[config.mk]
export PLATFORM = sky130hd
export DESIGN_NAME = par_rx_deser
export DESIGN_NICKNAME = d
export VERILOG_FILES = /design/src/rtl/par_rx_deser.sv
export SDC_FILE = /design/constraint.sdc
export NUM_CORES = 1
export LEC_CHECK = 0
export CAP_MARGIN = 20
export CELL_PAD_IN_SITES_DETAIL_PLACEMENT = 0
export CELL_PAD_IN_SITES_GLOBAL_PLACEMENT = 1
export CORE_MARGIN = 1.5
export CORE_UTILIZATION = 25
export CTS_CLUSTER_SIZE = 28
export DETAILED_ROUTE_END_ITERATION = 6
export GPL_TIMING_DRIVEN = 0
export PLACE_DENSITY = 0.52
export SYNTH_ARGS = -nofsm -noshare
export SYNTH_HDL_FRONTEND = slang
export SYNTH_SLANG_ARGS = --single-unit
[constraint.sdc]
create_clock -name clk -period 1.55 [get_ports clk]
set_input_delay 0.31 -clock clk [delete_from_list [all_inputs] [get_ports clk]]
set_output_delay 0.31 -clock clk [all_outputs]
set_load 0.02 [all_outputs]
[src/rtl/par_rx_deser.sv]
// Serial-to-parallel receiver: MSB-first bits framed by sof, reassembled into W-bit words, queued in a FWFT FIFO.
// Word readable the cycle after its last bit; a full FIFO without a pop drops the word and pulses overflow.

module par_rx_deser_fifo #(
    parameter int W     = 4,
    parameter int DEPTH = 2
) (
    input  logic                     clk,
    input  logic                     rst,
    input  logic                     push,
    input  logic [W-1:0]             push_data,
    input  logic                     pop,
    output logic [W-1:0]             head,
    output logic                     empty,
    output logic                     full,
    output logic [$clog2(DEPTH):0]   level
);
    localparam int AW = $clog2(DEPTH);
    localparam int LW = AW + 1;

    logic [W-1:0]  mem [DEPTH];
    logic [AW-1:0] wr_ptr;
    logic [AW-1:0] rd_ptr;
    logic          do_push;
    logic          do_pop;

    assign empty   = (level == '0);
    assign full    = (level == LW'(DEPTH));
    assign do_pop  = pop && !empty;
    // A pop in the same cycle frees the slot the push needs.
    assign do_push = push && (!full || do_pop);
    assign head    = mem[rd_ptr];

    always_ff @(posedge clk or negedge rst) begin
        if (!rst) begin
            for (int i = 0; i < DEPTH; i++) mem[i] <= '0;
            wr_ptr <= '0;
            rd_ptr <= '0;
            level  <= '0;
        end else begin
            if (do_push) begin
                mem[wr_ptr] <= push_data;
                wr_ptr      <= wr_ptr + 1'b1;
            end
            if (do_pop) rd_ptr <= rd_ptr + 1'b1;
            case ({do_push, do_pop})
                2'b10:   level <= level + 1'b1;
                2'b01:   level <= level - 1'b1;
                default: level <= level;
            endcase
        end
    end
endmodule

module par_rx_deser #(
    parameter int W     = 4,
    parameter int DEPTH = 2
) (
    input  logic                     clk,
    input  logic                     rst,
    input  logic                     din,
    input  logic                     sof,
    output logic [W-1:0]             dout_data,
    output logic                     dout_valid,
    input  logic                     dout_ready,
    output logic                     frame_err,
    output logic                     overflow,
    output logic [$clog2(DEPTH):0]   fifo_level
);
    localparam int CW = $clog2(W);

    typedef enum logic {HUNT, SHIFT} state_t;

    state_t         state, state_nxt;
    logic [CW-1:0]  cnt, cnt_nxt;
    logic [W-2:0]   shift, shift_nxt;
    logic [W-1:0]   shift_cat;
    logic           push_req;
    logic           ferr_nxt;
    logic           pop;
    logic           fifo_empty;
    logic           fifo_full;

    // Holds the W-1 bits received so far with the current bit appended.
    assign shift_cat = {shift, din};

    always_ff @(posedge clk or negedge rst) begin
        if (!rst) begin
            state     <= HUNT;
            cnt       <= '0;
            shift     <= '0;
            frame_err <= 1'b0;
            overflow  <= 1'b0;
        end else begin
            state     <= state_nxt;
            cnt       <= cnt_nxt;
            shift     <= shift_nxt;
            frame_err <= ferr_nxt;
            overflow  <= push_req && fifo_full && !pop;
        end
    end

    always_comb begin
        state_nxt = state;
        cnt_nxt   = cnt;
        shift_nxt = shift;
        push_req  = 1'b0;
        ferr_nxt  = 1'b0;
        case (state)
            HUNT: begin
                if (sof) begin
                    shift_nxt    = '0;
                    shift_nxt[0] = din;
                    cnt_nxt      = CW'(1);
                    state_nxt    = SHIFT;
                end
            end
            SHIFT: begin
                if (sof) begin
                    // Restart on the new MSB; the partial word is discarded.
                    ferr_nxt     = 1'b1;
                    shift_nxt    = '0;
                    shift_nxt[0] = din;
                    cnt_nxt      = CW'(1);
                end else if (cnt == CW'(W - 1)) begin
                    push_req  = 1'b1;
                    cnt_nxt   = '0;
                    state_nxt = HUNT;
                end else begin
                    shift_nxt = shift_cat[W-2:0];
                    cnt_nxt   = cnt + 1'b1;
                end
            end
            default: state_nxt = HUNT;
        endcase
    end

    assign pop        = dout_valid && dout_ready;
    assign dout_valid = !fifo_empty;

    par_rx_deser_fifo #(.W(W), .DEPTH(DEPTH)) u_fifo (
        .clk       (clk),
        .rst       (rst),
        .push      (push_req),
        .push_data (shift_cat),
        .pop       (pop),
        .head      (dout_data),
        .empty     (fifo_empty),
        .full      (fifo_full),
        .level     (fifo_level)
    );
endmodule

# [After elaboration in Yosys (flattened, before gate mapping)]
# Index checks and enable logic that the tools add are counted.
[classes] n_addsub=5 order_cmp=3 eq_ne=6 muxes=23 bitwise=3 reduce_logical=13
[op_table] operator="$mux W4" n=4
[op_table] operator="$mux W3" n=3
[op_table] operator="$bwmux W8" n=1
[op_table] operator="$pmux W2 S2" n=2
[op_table] operator="$mux W1" n=7
[op_table] operator="$eq A2 B2 Y1 const B" n=3
[op_table] operator="$logic_and A1 B1 Y1" n=6
[op_table] operator="$mux W2" n=3
[op_table] operator="$pmux W3 S2" n=1
[op_table] operator="$add A2 B1 Y2 const B" n=2
[op_table] operator="$demux W4 S1" n=1
[op_table] operator="$ge A2 B2 Y1 const B" n=2
[op_table] operator="$not A1 Y2" n=2
[op_table] operator="$logic_not A1 Y1" n=3
[op_table] operator="$ne A3 B3 Y1 const B" n=1
[op_table] operator="$add A1 B1 Y1 const B" n=2
[op_table] operator="$eq A2 B1 Y1 const B" n=1
[op_table] operator="$logic_not A2 Y1" n=1
[op_table] operator="$lt A2 B1 Y1 const B" n=1
[op_table] operator="$ne A2 B2 Y1 const B" n=1
[op_table] operator="$pmux W1 S2" n=1
[op_table] operator="$reduce_and A2 Y1" n=1
[op_table] operator="$reduce_bool A2 Y1" n=1
[op_table] operator="$sub A2 B1 Y2 const B" n=1
[op_table] operator="2 further kinds" n=2
[word_totals] reg_bits=20 out_inout_bits=9 elab_cells=63

# [Logic depth before layout (Yosys ltp)]
# Gate-level depths: netlist of run 1.
[depth] ltp_word=8 ltp_mapped=4 mapped_depth_nobuf=4

# [By module]
# Synthesis of run 1 repeated with hierarchy kept, for this count alone.
[hier_totals] hier_cells=65 area_unflattened_um2=903.4
[by_module_without_submodules] module="par_rx_deser_fifo" n_inst=1 cells_per_inst=39 area_per_inst_um2=551.8 seq_area_each_um2=300.3
[by_module_without_submodules] module="par_rx_deser" n_inst=1 cells_per_inst=26 area_per_inst_um2=351.6 seq_area_each_um2=200.2

# [Worst setup path before layout of run 1]
# OpenSTA, ideal clock, no wires.
[synth_timing] kind="reg2reg" startpoint="reg u_fifo.level[0]" endpoint="reg u_fifo.mem[0] (netlist bit)" setup_ns=0.125 arrival_time_ns=1.417 t_required_ns=1.425 slack_ns=0.008 path_stages_with_launch=4 synth_period_minus_slack_ns=1.542 path_cell_list="dfrtp_1 or3b_4 nand3_1 mux2_2"
[synth_between] elab_chain_cells=6 word_cells_on_any_way=8 classes_between="eq/ne (1); reduce/logical (7)"
[synth_lines] element="start, declared" line_no="16" rtl="output logic [$clog2(DEPTH):0] level"
[synth_lines] element="start signal, assigned" line_no="47" rtl="2'b10: level <= level + 1'b1;"
[synth_lines] element="start signal, assigned" line_no="48" rtl="2'b01: level <= level - 1'b1;"
[synth_lines] element="start signal, assigned" line_no="49" rtl="default: level <= level;"
[synth_lines] element="$logic_not A2 Y1" line_no="27" rtl="assign empty = (level == '0);"
[synth_lines] element="$logic_not A1 Y1" line_no="29, 139"
[synth_lines] element="$logic_and A1 B1 Y1" line_no="138" rtl="assign pop = dout_valid && dout_ready;"
[synth_lines] element="$logic_and A1 B1 Y1" line_no="29" rtl="assign do_pop = pop && !empty;"
[synth_lines] element="$logic_or A1 B1 Y1 *" line_no="31" rtl="assign do_push = push && (!full || do_pop);"
[synth_lines] element="$logic_and A1 B1 Y1 *" line_no="31"
[synth_lines] element="end signal, assigned by index" line_no="42" rtl="mem[wr_ptr] <= push_data;"
[synth_lines] element="end, declared" line_no="21" rtl="logic [W-1:0] mem [DEPTH];"
# Every way passes the cells marked *; elsewhere a longest branch is shown, timed or not.
# A chain may end at the register's enable or synchronous reset.

# [Final worst setup path of run 1]
[layout_timing] startpoint="reg u_fifo.rd_ptr" endpoint="out dout_data[1]"
[layout_between] elab_chain_cells=4
[layout_lines] element="start, declared" line_no="23" rtl="logic [AW-1:0] rd_ptr;"
[layout_lines] element="start signal, assigned" line_no="45" rtl="if (do_pop) rd_ptr <= rd_ptr + 1'b1;"
[layout_lines] element="$not A1 Y2 (not written as such)" line_no="32" rtl="assign head = mem[rd_ptr];"
[layout_lines] element="$mux W4 (not written as such) (3 in a row)" line_no="32"
[layout_lines] element="end, declared" line_no="63" rtl="output logic [W-1:0] dout_data,"
# Every way passes these cells. The select of a mux whose other input is x is not followed.

==> results of run 1 <==
per-layer routing:
| layer | GRT usage, % | vias up |
|---|---|---|
| li1 | - | 281 |
| met1 | 12.8 | 307 |
| met2 | 14.1 | 13 |
| met3 | 3.93 | 2 |
| met4 | 1.63 | 0 |
| met5 | 0 | - |
path summary, 6_finish.rpt:
check | startpoint | endpoint | cells past startpoint
worst min register to register | u_fifo.mem[1] | u_fifo.mem[1] | 1
worst min-delay path | sof | shift[1] | 2
max in group asynchronous | rst | u_fifo.rd_ptr | 1
worst max-delay path | u_fifo.rd_ptr | dout_data[1] | 2
worst max register to register | u_fifo.level[1] | u_fifo.mem[4] | 4
min in group asynchronous | rst | frame_err | 1
worst max-delay path: cells and delay by family (launching register included):
kind / cells / cell delay, ns
buf+inv: 1 / 0.13
flops: 1 / 0.49
mux: 1 / 0.32
cell type report:
class / instances / area (µm²)
Timing Repair Buffer: 20 / 185
Multi-Input combinational cell: 44 / 430
Clock buffer: 3 / 22.5
Tap cell: 46 / 57.6
Inverter: 2 / 7.51
Sequential cell: 20 / 503
Fill cell: 366 / 2180
Clock inverter: 1 / 30.0
sequential cells by signal (all words and copies together), names as in the netlist:
| register | flops |
|---|---|
| u_fifo.mem | 8 |
| shift | 3 |
| cnt | 2 |
| u_fifo.level | 2 |
| frame_err | 1 |
| overflow | 1 |
| state | 1 |
| u_fifo.rd_ptr | 1 |
| u_fifo.wr_ptr | 1 |
power by group through the flow:
stage               Combinational [mW]  Sequential (mW)  Clock, mW
CTS                              0.847            0.873      0.453
floorplan                        0.554            0.866          0
global route                      1.08            0.929      0.467
finish                           0.998            0.894      0.436
detailed placement               0.833            0.889          0
global placement                 0.826            0.883          0
cell usage in the layout, fill, tap and decap left out:
master	n
dfrtp_1	18
mux2_4	8
dlygate4sd2_1	6
buf_6	6
buf_4	6
mux2_2	5
nor2_1	4
mux2i_1	3
xnor2_1	3
a21oi_1	3
clkbuf_4	3
nand2b_1	2
nand2_1	2
inv_1	2
o21ai_0	2
clkdlybuf4s50_1	2
dfrtp_2	2
or2_2	1
or3b_4	1
nand3b_4	1
and2_1	1
and3b_1	1
nand3_2	1
nor3b_4	1
nand4b_1	1
o211a_1	1
nand3_1	1
a22oi_1	1
ha_4	1
bufinv_16	1
per-stage QoR:
stage,area (µm²),power (mW)
final,1240,2.33
after global routing,1240,2.48
after CTS,1170,2.17
after detailed placement,1090,1.72
after global placement,1090,1.71
after floorplan,906,1.42
cell families (layout without fill, tap and decap cells):
family | Yosys count | in the layout | synth area share (%)
flops | 20 | 20 | 55.2
simple gates | 17 | 17 | 13.8
mux | 16 | 16 | 21.1
compound gates | 7 | 7 | 4.70
xor+xnor | 3 | 3 | 2.90
buf+inv | 2 | 26 | 0.829
fa+ha+maj | 1 | 1 | 1.38
what timing repair did:
action / CTS / global route
pin swaps: 2 / 2
setup endpoints to repair: 17 / 10
setup buffers: 5 / 2
gates resized for setup: 32 / 14
==> key figures, run 1 <==
Run status
  • Status: complete, but fails checks
  • Failing checks: negative setup slack

Die
  • Core Region: 3420 µm²
  • Ports: 14
  • Die X: 63.2 µm
  • Row count: 21
  • Die footprint: 3990 µm²
  • Die height: 63.2 µm
  • Initial Util: 26.5%

Placement
  • Placed insts: 125
  • Post-DP HPWL: 1120 µm
  • Gpl congestion: 0.663
  • Port Buffers: 13
  • Dpl ws: -0.461 ns

Drt
  • WL met1: 887 µm
  • Starting DRT DRC Count: 7
  • Total Wirelength: 1770 µm
  • Max Used Layer: met4
  • ANT nets after route: 0
  • Via count: 603
  • DRC viols: 0
  • Met3 wire length: 61 µm
  • Routed wl met2: 807 µm
  • Post-detailed-route wirelength per cell: 13.0 µm
  • Pre-Repair DR Iteration Count: 4
  • DR vias/cell: 4.43

Logic synthesis
  • Synth cell types: 22
  • Register bit total from synthesis: 20
  • Area of the mapped netlist: 906 µm²
  • Top FF cell, synth: dfrtp_1
  • Async set or reset register ratio after synthesis: 100%
  • Synth top area cells: dfrtp_1 55%, mux2_2 11%, mux2_4 6.6%
  • Most frequent cell after synthesis: dfrtp_1
  • Mean Syn Cell Area: 13.7 µm²
  • Post-synth top cells: 20 x dfrtp_1, 9 x mux2_2, 4 x mux2_4, 4 x nor2_1
  • Syn Nets: 72
  • Sequential fraction of the synthesis area: 55.2%
  • Share of Yosys cell area claimed by the top area cell type: 55.2%
  • Synth Instances: 66
  • Yosys synthesis warning count: 0
  • Area leader, netlist: dfrtp_1
  • Number of enable flip-flop cells after synthesis: 0

Layout
  • Layout Utilization: 36.2%
  • Ant diodes: 0
  • Area grow syn2layout: 36.5%
  • Share of cells above drive strength 1: 41.1%
  • Final Non-Filler Cells: 136
  • NumNets Final: 97

Clocking
  • CTS tree: done
  • Worst-path clk slew: 0.13 ns
  • CTS Sinks: 20
  • Hold-fix buffers, CTS: 0
  • Clk_lat worst skew: 0.31 ns
  • Clock buffer count from CTS: 3
  • Clk root buf: clkbuf_4
  • H-tree Lvls: 1
  • Deepest clock path buffer count: 2

GRT
  • Vias in the first global route: 587
  • First-pass GRT wire length: 2880 µm
  • Maximum number of pins on one net before global-route repair: 21
  • Total congestion overflow: 0
  • Initial antenna violation count: 0
  • Gr usage total: 9.36%

STA
  • Post-layout minimum cycle time: 1.56 ns
  • Maximum clock frequency: 0.641 GHz
  • Setup ws final: -0.00927 ns
  • Slew @ Worst Pin: 0.918 ns
  • Clock Skews: 0.0114 ns
  • Slew Viols, Final: 0
  • Fin. Hold Viols: 0
  • Relative slew slack: 38.6%
  • TNS Setup: -0.0279 ns
  • Final setup vio count: 4
  • Final period util: 101%
  • Hold slack: 0.443 ns
  • RSZ-0062 raised after global routing: true

Critical path
  • CP arrival: 1.25 ns
  • R2r setup slk: 0.02 ns
  • Kind of critical path: flip-flop to primary output
  • Crit start category: flip-flop
  • Critical Path RT: 1.24 ns
  • Crit path capture type: primary output
  • CP Cell Sequence: mux2_4 -> buf_6
  • Slowest cell on crit path: dfrtp_2
  • Largest stage delay, worst path: 0.49 ns
  • Crit-path max FO: 5

Pwr
  • Power Density: 1880 nW/µm²
  • Sw power: 0.752 mW
  • Maximum VDD drop: 0.867 mV
  • Switching Fraction: 32.3%
  • Flop pwr share: 38.4%
  • Clock Power Share: 18.7%
  • Lkg Pwr: 0.585 nW
  • Total internal power: 1.58 mW
  • Combinational Power Share: 42.9%

Flow run
  • Max Cap Viol: 0

Worst hold path
  • Hold crit path type: primary input to flip-flop
Power figures use the tool's default switching activity.
==> run 2, diff against run 1 <==
--- a/config.mk
+++ b/config.mk
@@ -5,7 +5,6 @@
 export SDC_FILE = /design/constraint.sdc
 export NUM_CORES = 1
 export LEC_CHECK = 0
-export CAP_MARGIN = 20
 export CELL_PAD_IN_SITES_DETAIL_PLACEMENT = 0
 export CELL_PAD_IN_SITES_GLOBAL_PLACEMENT = 1
 export CORE_MARGIN = 1.5
@@ -14,6 +13,7 @@
 export DETAILED_ROUTE_END_ITERATION = 6
 export GPL_TIMING_DRIVEN = 0
 export PLACE_DENSITY = 0.52
+export SKIP_CTS_REPAIR_TIMING = 1
 export SYNTH_ARGS = -nofsm -noshare
 export SYNTH_HDL_FRONTEND = slang
 export SYNTH_SLANG_ARGS = --single-unit
==> run 2 against run 1 <==
  * The run still ends with negative setup slack left
  * Hold slack lost 0.11 ns
  * First-iteration DRC count grew 71%
  * Count of clock-buffer cells in the layout is the same
  * Utilization grew 0.15 points
  * Clock skew grew 0.0024 ns
  * Sequential cell count is the same
  * Highest routed layer unchanged
  * Critical path type unchanged
  * Sequential power shrank 0.8%
  * Critical path depth is the same
  * Setup slack lost 0.023 ns
  * Clock power is essentially flat
  * Cell count is the same
==> key figures, run 2 (synthesis gave the netlist of run 1 again) <==
Run status
  • Status: complete, but fails checks
  • Failing checks: negative setup slack

Clocking
  • Clock buffer count from CTS: 3
  • Deepest clock path buffer count: 2
  • Clk root buf: clkbuf_4
  • Clk_lat worst skew: 0.31 ns
  • Worst-path clk slew: 0.13 ns
  • H-tree Lvls: 1
  • CTS tree: done
  • CTS Sinks: 20

STA
  • Maximum clock frequency: 0.632 GHz
  • Slew @ Worst Pin: 0.911 ns
  • RSZ-0062 raised after global routing: true
  • Clock Skews: 0.0138 ns
  • Relative slew slack: 39.1%
  • Setup ws final: -0.0321 ns
  • Slew Viols, Final: 0
  • Post-layout minimum cycle time: 1.58 ns
  • Final period util: 102%
  • Fin. Hold Viols: 0
  • Final setup vio count: 2

Drt
  • Starting DRT DRC Count: 12
  • Met3 wire length: 56 µm
  • Pre-Repair DR Iteration Count: 3
  • ANT nets after route: 0
  • DRC viols: 0
  • Total Wirelength: 1750 µm
  • Post-detailed-route wirelength per cell: 12.9 µm
  • WL met1: 882 µm
  • Via count: 599
  • DR vias/cell: 4.40
  • Max Used Layer: met4
  • Routed wl met2: 802 µm

GRT
  • First-pass GRT wire length: 2790 µm
  • Maximum number of pins on one net before global-route repair: 21
  • Gr usage total: 9.10%
  • Initial antenna violation count: 0
  • Vias in the first global route: 560
  • Total congestion overflow: 0

Placement
  • Placed Area: 1090 µm²
  • Post-DP HPWL: 1120 µm
  • Dpl ws: -0.461 ns
  • Port Buffers: 13
  • Gpl congestion: 0.663

Die
  • Ports: 14
  • Die height: 63.2 µm
  • Initial Util: 26.5%
  • Die footprint: 3990 µm²
  • Die X: 63.2 µm
  • Core Region: 3420 µm²
  • Row count: 21

Pwr
  • Clock Power Share: 19.1%
  • PnR Total Power: 2.28 mW
  • Sw power: 0.735 mW
  • Total internal power: 1.55 mW
  • Combinational Power Share: 42.1%
  • Flop pwr share: 38.8%
  • Maximum VDD drop: 0.861 mV
  • Lkg Pwr: 0.640 nW
  • Power Density: 1840 nW/µm²
  • Switching Fraction: 32.2%

Layout
  • Design area: 1240 µm²
  • Area grow syn2layout: 37.0%
  • Multi-input gate area: 419 µm²
  • Layout Utilization: 36.3%
  • Commonest non-fill, non-tap cell in the layout: dfrtp_1
  • NumNets Final: 97
  • Largest regs: u_fifo.mem (8), shift (3)
  • Top reg by flops: u_fifo.mem
  • Fillers: 365
  • Most frequent cells in the layout: 18 x dfrtp_1, 7 x mux2_4, 6 x mux2_2, 6 x dlymetal6s2s_1, 6 x buf_4
  • Max reg flops: 8
  • Ant diodes: 0
  • Share of cells above drive strength 1: 41.1%
  • Register area: 503 µm²

Critical path
  • R2r setup slk: 0 ns
  • CP arrival: 1.27 ns
  • Critical Path RT: 1.24 ns
  • Crit start category: flip-flop
  • Crit-path max FO: 5
  • Crit path capture type: primary output
  • Kind of critical path: flip-flop to primary output

Flow run
  • Max Cap Viol: 0

Worst hold path
  • Hold crit path type: primary input to flip-flop
run 2: cell count changes in the layout (fill, tap and decap cells not counted), sizes merged:
cell	previous run	this run
dlygate4sd2	6	0
dlymetal6s2s	0	6
run 2: area by class of cell:
type                    count  share of cell area (%)
well taps                  46                    4.64
flip-flops and latches     20                    40.5
clock inverters             1                    2.42
clock buffers               3                    1.81
multi-input cells          44                    33.8
repair buffers             20                    16.2
inverters                   2                   0.605
run 2: routing by layer:
layer / track usage (%) / vias up
met4: 1.63 / 0
met5: 0 / -
met2: 13.0 / 9
met1: 12.9 / 307
li1: - / 281
met3: 3.93 / 2
run 2: worst paths after layout:
| path | start | end | cells past startpoint |
|---|---|---|---|
| max in group asynchronous | rst | u_fifo.rd_ptr | 1 |
| min in group asynchronous | rst | frame_err | 1 |
| setup / recovery | u_fifo.rd_ptr | dout_data[0] | 2 |
| hold / removal | sof | shift[1] | 2 |
| hold reg to reg | u_fifo.mem[0] | u_fifo.mem[0] | 1 |
| setup reg to reg | u_fifo.level[0] | u_fifo.mem[4] | 4 |
run 2: through the flow:
| stage | hold WS, ns | instances | setup TNS (ns) |
|---|---|---|---|
| 6_report | 0.331 | 136 | -0.0350 |
| 5_1_grt | 0.343 | 136 | -0.253 |
| 4_1_cts | 0.516 | 129 | -3.61 |
| 3_5_place_dp | 0.489 | 125 | -4.17 |
| 3_3_place_gp | 0.484 | 125 | -4.30 |
| 2_1_floorplan | 0.0144 | 66 | 0 |
run 2: critical path: stages (launching register included):
cell and delay (ns):
dfrtp_2 0.47, mux2_2 0.35, buf_2 0.16
run 2: power groups by stage:
stage | Clock (mW) | Sequential [mW] | Combinational [mW]
final | 0.436 | 0.887 | 0.962
after CTS | 0.453 | 0.880 | 0.838
after global routing | 0.467 | 0.919 | 1.04
after global placement | 0 | 0.883 | 0.826
after detailed placement | 0 | 0.889 | 0.833
after floorplan | 0 | 0.866 | 0.554
